[config.mk]
export PLATFORM = sky130hd
export DESIGN_NAME = lmsm_sequencer
export DESIGN_NICKNAME = d
export VERILOG_FILES = /design/src/rtl/lmsm_pkg.sv /design/src/rtl/lmsm_sequencer_lsb_priority_enc.sv /design/src/rtl/lmsm_sequencer.sv
export SDC_FILE = /design/constraint.sdc
export NUM_CORES = 1
export LEC_CHECK = 0
export ABC_AREA = 1
export CAP_MARGIN = 5
export CORE_UTILIZATION = 43
export DETAILED_ROUTE_END_ITERATION = 10
export MAX_ROUTING_LAYER = met4
export PLACE_DENSITY = 0.93
export SETUP_SLACK_MARGIN = 0.5
export SLEW_MARGIN = 20
export SYNTH_ARGS = -nofsm -noshare
export SYNTH_HDL_FRONTEND = slang
export SYNTH_SLANG_ARGS = --single-unit
[constraint.sdc]
create_clock -name clk -period 2.3 [get_ports clk]
set_input_delay 0.575 -clock clk [delete_from_list [all_inputs] [get_ports clk]]
set_output_delay 0.575 -clock clk [all_outputs]
set_load 0.005 [all_outputs]
[src/rtl/lmsm_pkg.sv]
// Shared types and default sizing for the LM/SM multi-register transfer sequencer.
package lmsm_pkg;

  typedef enum logic [1:0] {S_IDLE, S_RUN, S_FIN} lmsm_state_t;

  localparam int NREGS     = 8;
  localparam int AW        = 16;
  localparam int DW        = 16;
  localparam int ADDR_STEP = 2;

endpackage

[src/rtl/lmsm_sequencer_lsb_priority_enc.sv]
// Lowest-set-bit priority encoder: index of the lowest set bit, plus any/exactly-one flags.
module lsb_priority_enc #(
  parameter int N = 8
) (
  input  logic [N-1:0]         vec,
  output logic [$clog2(N)-1:0] idx,
  output logic                 any,
  output logic                 last
);

  localparam int IW = $clog2(N);

  // Scanning downward lets the lowest set bit overwrite any higher one.
  always_comb begin
    idx = '0;
    for (int i = N - 1; i >= 0; i--) begin
      if (vec[i]) idx = IW'(i);
    end
  end

  assign any  = |vec;
  assign last = any && ((vec & (vec - N'(1))) == '0);

endmodule

[src/rtl/lmsm_sequencer.sv]
// LM/SM sequencer: owns the data-memory port while busy, moving one mask-selected register
// per cycle between consecutive memory words starting at a latched base address.
module lmsm_sequencer #(
  parameter int NREGS     = lmsm_pkg::NREGS,
  parameter int AW        = lmsm_pkg::AW,
  parameter int DW        = lmsm_pkg::DW,
  parameter int ADDR_STEP = lmsm_pkg::ADDR_STEP
) (
  input  logic                     clk,
  input  logic                     rst_n,
  input  logic                     start,
  input  logic                     is_sm,
  input  logic [AW-1:0]            base_addr,
  input  logic [NREGS-1:0]         reg_mask,
  input  logic                     flush,
  output logic                     mem_rd,
  output logic                     mem_wr,
  output logic [AW-1:0]            mem_addr,
  output logic [DW-1:0]            mem_wdata,
  input  logic [DW-1:0]            mem_rdata,
  output logic [$clog2(NREGS)-1:0] rf_raddr,
  input  logic [DW-1:0]            rf_rdata,
  output logic                     rf_we,
  output logic [$clog2(NREGS)-1:0] rf_waddr,
  output logic [DW-1:0]            rf_wdata,
  output logic                     busy,
  output logic                     done
);

  import lmsm_pkg::*;

  localparam int IW = $clog2(NREGS);

  lmsm_state_t      state;
  logic [NREGS-1:0] mask_rem;
  logic [AW-1:0]    cur_addr;
  logic             sm_mode;

  logic [IW-1:0]    enc_idx;
  logic             enc_any;
  logic             enc_last;

  lsb_priority_enc #(
    .N (NREGS)
  ) u_enc (
    .vec  (mask_rem),
    .idx  (enc_idx),
    .any  (enc_any),
    .last (enc_last)
  );

  // Control state: an empty mask still passes through FIN so the requester sees done.
  always_ff @(posedge clk or negedge rst_n) begin
    if (!rst_n) begin
      state    <= S_IDLE;
      mask_rem <= '0;
      cur_addr <= '0;
      sm_mode  <= 1'b0;
    end else begin
      case (state)
        S_IDLE: begin
          if (!flush && start) begin
            mask_rem <= reg_mask;
            cur_addr <= base_addr;
            sm_mode  <= is_sm;
            state    <= (reg_mask != '0) ? S_RUN : S_FIN;
          end
        end
        S_RUN: begin
          mask_rem[enc_idx] <= 1'b0;
          cur_addr          <= cur_addr + AW'(ADDR_STEP);
          if (flush)                    state <= S_IDLE;
          else if (enc_last || !enc_any) state <= S_FIN;
        end
        S_FIN:   state <= S_IDLE;
        default: state <= S_IDLE;
      endcase
    end
  end

  // Port drive: everything is quiet outside RUN; flush only suppresses the done pulse.
  always_comb begin
    mem_rd    = 1'b0;
    mem_wr    = 1'b0;
    mem_addr  = '0;
    mem_wdata = '0;
    rf_raddr  = '0;
    rf_we     = 1'b0;
    rf_waddr  = '0;
    rf_wdata  = '0;
    busy      = (state != S_IDLE);
    done      = (state == S_FIN) && !flush;
    if (state == S_RUN) begin
      mem_addr = cur_addr;
      if (sm_mode) begin
        rf_raddr  = enc_idx;
        mem_wr    = 1'b1;
        mem_wdata = rf_rdata;
      end else begin
        mem_rd   = 1'b1;
        rf_we    = 1'b1;
        rf_waddr = enc_idx;
        rf_wdata = mem_rdata;
      end
    end
  end

endmodule

### Word-level counts from Yosys, hierarchy flattened

Index checks and enable logic that the tools add are counted.

| operators by class | value |
|---|---|
| mux-type cells | 32 |
| reduce and logical (&&, ||, !) cells | 16 |
| multipliers | 0 |
| shift-type cells | 0 |
| eq/ne operators | 4 |
| bitwise logic cells | 3 |
| div/mod/pow operators | 0 |
| add/sub/neg operators | 2 |
| $lt $le $gt $ge | 2 |

Operators by type and width:

| operator | count |
|---|---|
| 2-to-1 mux 16 bit | 6 |
| 2-to-1 mux 3 bit | 12 |
| case mux 16 bit (2 select lines) | 1 |
| adder 16 x 2 -> 16 bit (second input constant) | 1 |
| bitwise AND 8 bit | 2 |
| case mux 8 bit (2 select lines) | 1 |
| zero test 8 bit | 1 |
| 2-to-1 mux 2 bit | 4 |
| 2-to-1 mux 8 bit | 1 |
| inverter 8 bit | 1 |
| nonzero test 8 bit | 1 |
| OR reduction 8 bit | 1 |
| subtractor 8 x 1 -> 8 bit (second input constant) | 1 |
| AND reduction 2 bit | 3 |
| 2-to-1 mux 1 bit | 5 |
| logical AND 1 bit | 4 |
| < comparator 3 x 4 -> 1 bit (second input constant) | 1 |
| case mux 2 bit (2 select lines) | 1 |
| nonzero test 2 bit | 2 |
| demux 1 bit (select 3 bit) | 1 |
| >= comparator 3 x 1 -> 1 bit (second input constant) | 1 |
| inequality test 3 bit (second input constant) | 1 |
| equality test 2 x 1 -> 1 bit (second input constant) | 1 |
| equality test 2 bit (second input constant) | 1 |
| 4 further kinds | 5 |

| storage, ports and cells | value |
|---|---|
| RAM bits | 0 |
| latch bits | 0 |
| word-level logic and storage cells | 63 |
| flip-flop bits (word level) | 27 |
| output and inout bits | 59 |
| memories | 0 |
| memory bits (read-only) | 0 |

### Logic depth before layout (Yosys ltp)

| logic depth | value |
|---|---|
| word-level depth | 15 |
| gate-level depth with buffers | 10 |
| gate-level depth less buffers | 10 |

### Cells and area by module

From an unflattened synthesis, not the netlist that was laid out.

| second synthesis, totals | value |
|---|---|
| cells, all modules | 387 |
| area total of the unflattened synthesis | 2,262.2 µm² |

Modules (own cells, without submodules):

| module | area an instance (µm²) | times used | seq. area each (µm²) | cells each |
|---|---|---|---|---|
| lmsm_sequencer | 2,084.5 | 1 | 675.6 | 350 |
| lsb_priority_enc | 177.7 | 1 | 0.0 | 37 |

### Worst setup path after synthesis

No wires, ideal clock.

| timing path | value |
|---|---|
| path type | register to output |
| start | register state[1] |
| end | output port rf_waddr[0] |
| slack | 574 ps |
| buffers on the path | 1 |
| cell stages (with the launch flop) | 7 |
| arrival time | 1,151 ps |
| required time | 1,725 ps |
| cell sequence | dfrtp_1 inv_2 nand2_2 buf_2 nor2_1 inv_1 nor2_1 |

| between the ends | value |
|---|---|
| longest elaborated chain between the ends | 2 |

Ends and longest elaborated chain:

| item | line | text |
|---|---|---|
| start: declaration | lmsm_sequencer.sv:34 | `lmsm_state_t state;` |
| start signal: assignment | lmsm_sequencer.sv:66 | `state <= (reg_mask != '0) ? S_RUN : S_FIN;` |
| equality test 2 x 1 -> 1 bit | lmsm_sequencer.sv:93 | `if (state == S_RUN) begin` |
| 2-to-1 mux 3 bit | lmsm_sequencer.sv:93 |  |
| end: declaration | lmsm_sequencer.sv:24 | `output logic [$clog2(NREGS)-1:0] rf_waddr,` |

No other way between the ends.

### Worst setup path after layout

| timing path | value |
|---|---|
| start | register state[1] |
| end | output port rf_wdata[7] |

| between the ends | value |
|---|---|
| longest elaborated chain between the ends | 2 |

Ends and longest elaborated chain:

| item | line | text |
|---|---|---|
| equality test 2 x 1 -> 1 bit | lmsm_sequencer.sv:93 |  |
| 2-to-1 mux 16 bit | lmsm_sequencer.sv:93 |  |
| end: declaration | lmsm_sequencer.sv:25 | `output logic [DW-1:0] rf_wdata,` |

No other way between the ends.

==> reports/qor.yml <==
outcome: "completed"
async_flop_share_pct: 100.0
antenna_found_initial: 0
port-buffer-count: 119
swShare_pct: 50.71
drv_slew: 0
setup_viol: 0
intPower_mw: 2.723
synth-edff-count: 0
routedWlPerCell_um: 17.08
pwr-share-comb_pct: 76.9
critPathLaunchType: "flip-flop"
rsz0062_at_grt: "yes"
syn_nets: 431
hp-class: "flip-flop to flip-flop"
vias: 3219
cts_tree: "done"
grt_overflow: 0
fmax_ghz: 0.4867
num_rows: 25
timing.slew.headroom_pct: 74.36
fin_cells: 590
p_sw_mw: 2.801
finalPower_mw: 5.524
cts_buffer_depth: 2
cpMaxStageDelayCell: "dfrtp_1"
crit_chain: "inv_2, nand2_8, buf_12, buf_12, nor2_2, buf_2"
max_cap_viol_count: 0
final_area_um2: 3874
hold_violations: 0
synth_ff_type: "dfrtp_1"
period_share_pct: 89.33
antenna_cells: 0
avgSynthCellArea_um2: 5.958
clkLatencyLatePin_ns: 0.28
initial_core_util_pct: 45.64
dp_hpwl_mm: 5.689
clkSlewWorstSetupHoldPaths_ns: 0.11
grt_use_total_pct: 34.22
cts.htree.levels: 1
layout-drive-gt1-share_pct: 31.93
drt_first_pass_iters: 5
synth.top_cell.area_share_pct: 30.73
synth_area_leaders: "dfrtp_1, nand2_1, nor2_1"
period_minus_slack_ns: 2.055
hold_buffers: 0
die_h_um: 73.50
yosysWarnings: 0
power_density_nw_per_um2: 1426
synth_cells: 369
endpoint_kind: "output port"
grt_pass1_wl_mm: 13.72
seq_power_share_pct: 17.7
numCtsBuffers: 3
crit_top_cell: "buf_12"
ff2ff_setup_slack_ns: 0.57
dp.cells: 546
skew_ns: 0.008472
syn_to_final_growth_pct: 76.21
ys_top_cells_by_count: "nand2_1, nor2_1, inv_1"
drt_iter0_markers: 288
gp_congestion: 0.8695
cts_root_buf: "clkbuf_8"
post-route-util_pct: 80.42
ys_types: 33
vdd_drop_max_v: 0.0007609
grt_pass1_vias: 2867
path_class: "flip-flop to output port"
synth.most_common_cell: "nand2_1"
setup-tns-final_ns: 0
ant_nets: 0
ys_seq_area_share_pct: 30.73
ys_seq_elements: 27
die_w_um: 73.50
totalWireLength_mm: 10.08
crit_fanout: 8
via_per_inst: 5.456
coreArea_um2: 4817
cts_sinks: 27
required_ns: 1.73
crit_arrival_ns: 1.48
yosysTopAreaCell: "dfrtp_1"
dieArea_um2: 5402
grt_max_degree: 38
drcViolationCount: 0
worst_pin_slew_ns: 0.3846
dpl_cell_area_um2: 3418
p_leak_nw: 1.991
pwr-share-clk_pct: 5.4
synth_area_um2: 2198
critPathMaxStageDelay_ns: 0.42
num-nets-final: 586
io_pins: 120
final timing paths:
check                             start            to  depth (start not counted)
setup / recovery               state[1]   rf_wdata[7]                          6
hold / removal             cur_addr[15]  cur_addr[15]                          2
max in group asynchronous         rst_n      state[0]                          2
hold reg to reg            cur_addr[15]  cur_addr[15]                          2
min in group asynchronous         rst_n   cur_addr[9]                          2
setup reg to reg               state[1]   cur_addr[3]                          8
kinds of logic after synthesis:
| logic type | Yosys count | synth area share (%) |
|---|---|---|
| simple gates | 242 | 45.02 |
| compound gates | 45 | 12.18 |
| buf+inv | 54 | 11.50 |
| fa+ha+maj | 1 | 0.5691 |
| flops | 27 | 30.73 |
layout make-up:
class | instances | area [um2]
clock buffer | 3 | 41.29
clock inverter | 1 | 5.005
fill | 306 | 943.4
inverter | 38 | 151.4
multi-input combinational | 288 | 1498
sequential | 27 | 676.9
tap | 67 | 83.83
timing repair buffer | 166 | 1418
flip-flops by register name, summed over array words and instances, names as in the netlist:
name,flops
cur_addr,16
mask_rem,8
state,2
sm_mode,1
critical path, delay by kind of cell, from the launching register on:
kind / cells / cell delay (ns)
and+or+nand+nor: 2 / 0.21
buffers and inverters: 4 / 0.57
DFF: 1 / 0.42
what timing repair did:
action / 4_1_cts / 5_1_grt
setup buffers: 23 / 13
setup endpoints to repair: 67 / 73
pin swaps: 35 / 13
cloned: 3 / 1
resized for setup: 311 / 35
metal layers:
metal  routed length, um  vias up  track usage (%)
met3                 975       65            5.761
li1                    -     1466                -
met4                 680        0            20.73
met5                   0        -                -
met1                3571     1462            36.22
met2                4850      226            59.43
per-stage QoR:
step           hold WS, ns  setup WS, ns
2_1_floorplan       0.2794        0.5739
3_3_place_gp        0.5245      -0.05075
3_5_place_dp        0.5400      -0.05199
4_1_cts             0.5628        0.3187
5_1_grt             0.6010        0.1791
6_report            0.5629        0.2454
power groups by stage:
stage | logic [mW] | registers, mW | clock network (mW)
2_1_floorplan | 1.88 | 0.891 | 0
3_3_place_gp | 2.86 | 0.938 | 0
3_5_place_dp | 2.94 | 0.951 | 0
4_1_cts | 3.62 | 0.951 | 0.283
5_1_grt | 4.55 | 1.00 | 0.307
6_report | 4.25 | 0.980 | 0.296
cell usage in the layout (no fill, tap or decap), drive strengths merged:
cell type,n
inv,37
o21ai,26
clkdlybuf4s50,37
buf,99
bufbuf,1
a22oi,3
nor3,5
nand3,10
dlygate4sd2,24
a21oi,5
dfrtp,27
clkdlybuf4s15,2
o22ai,1
a31oi,5
a32oi,1
nand2,116
o31ai,1
clkbuf,6
nand4,9
ha,1
clkinv,2
o211ai,1
a31o,1
a41oi,1
nor2,102
No activity file was read; power rests on OpenSTA's default activity.
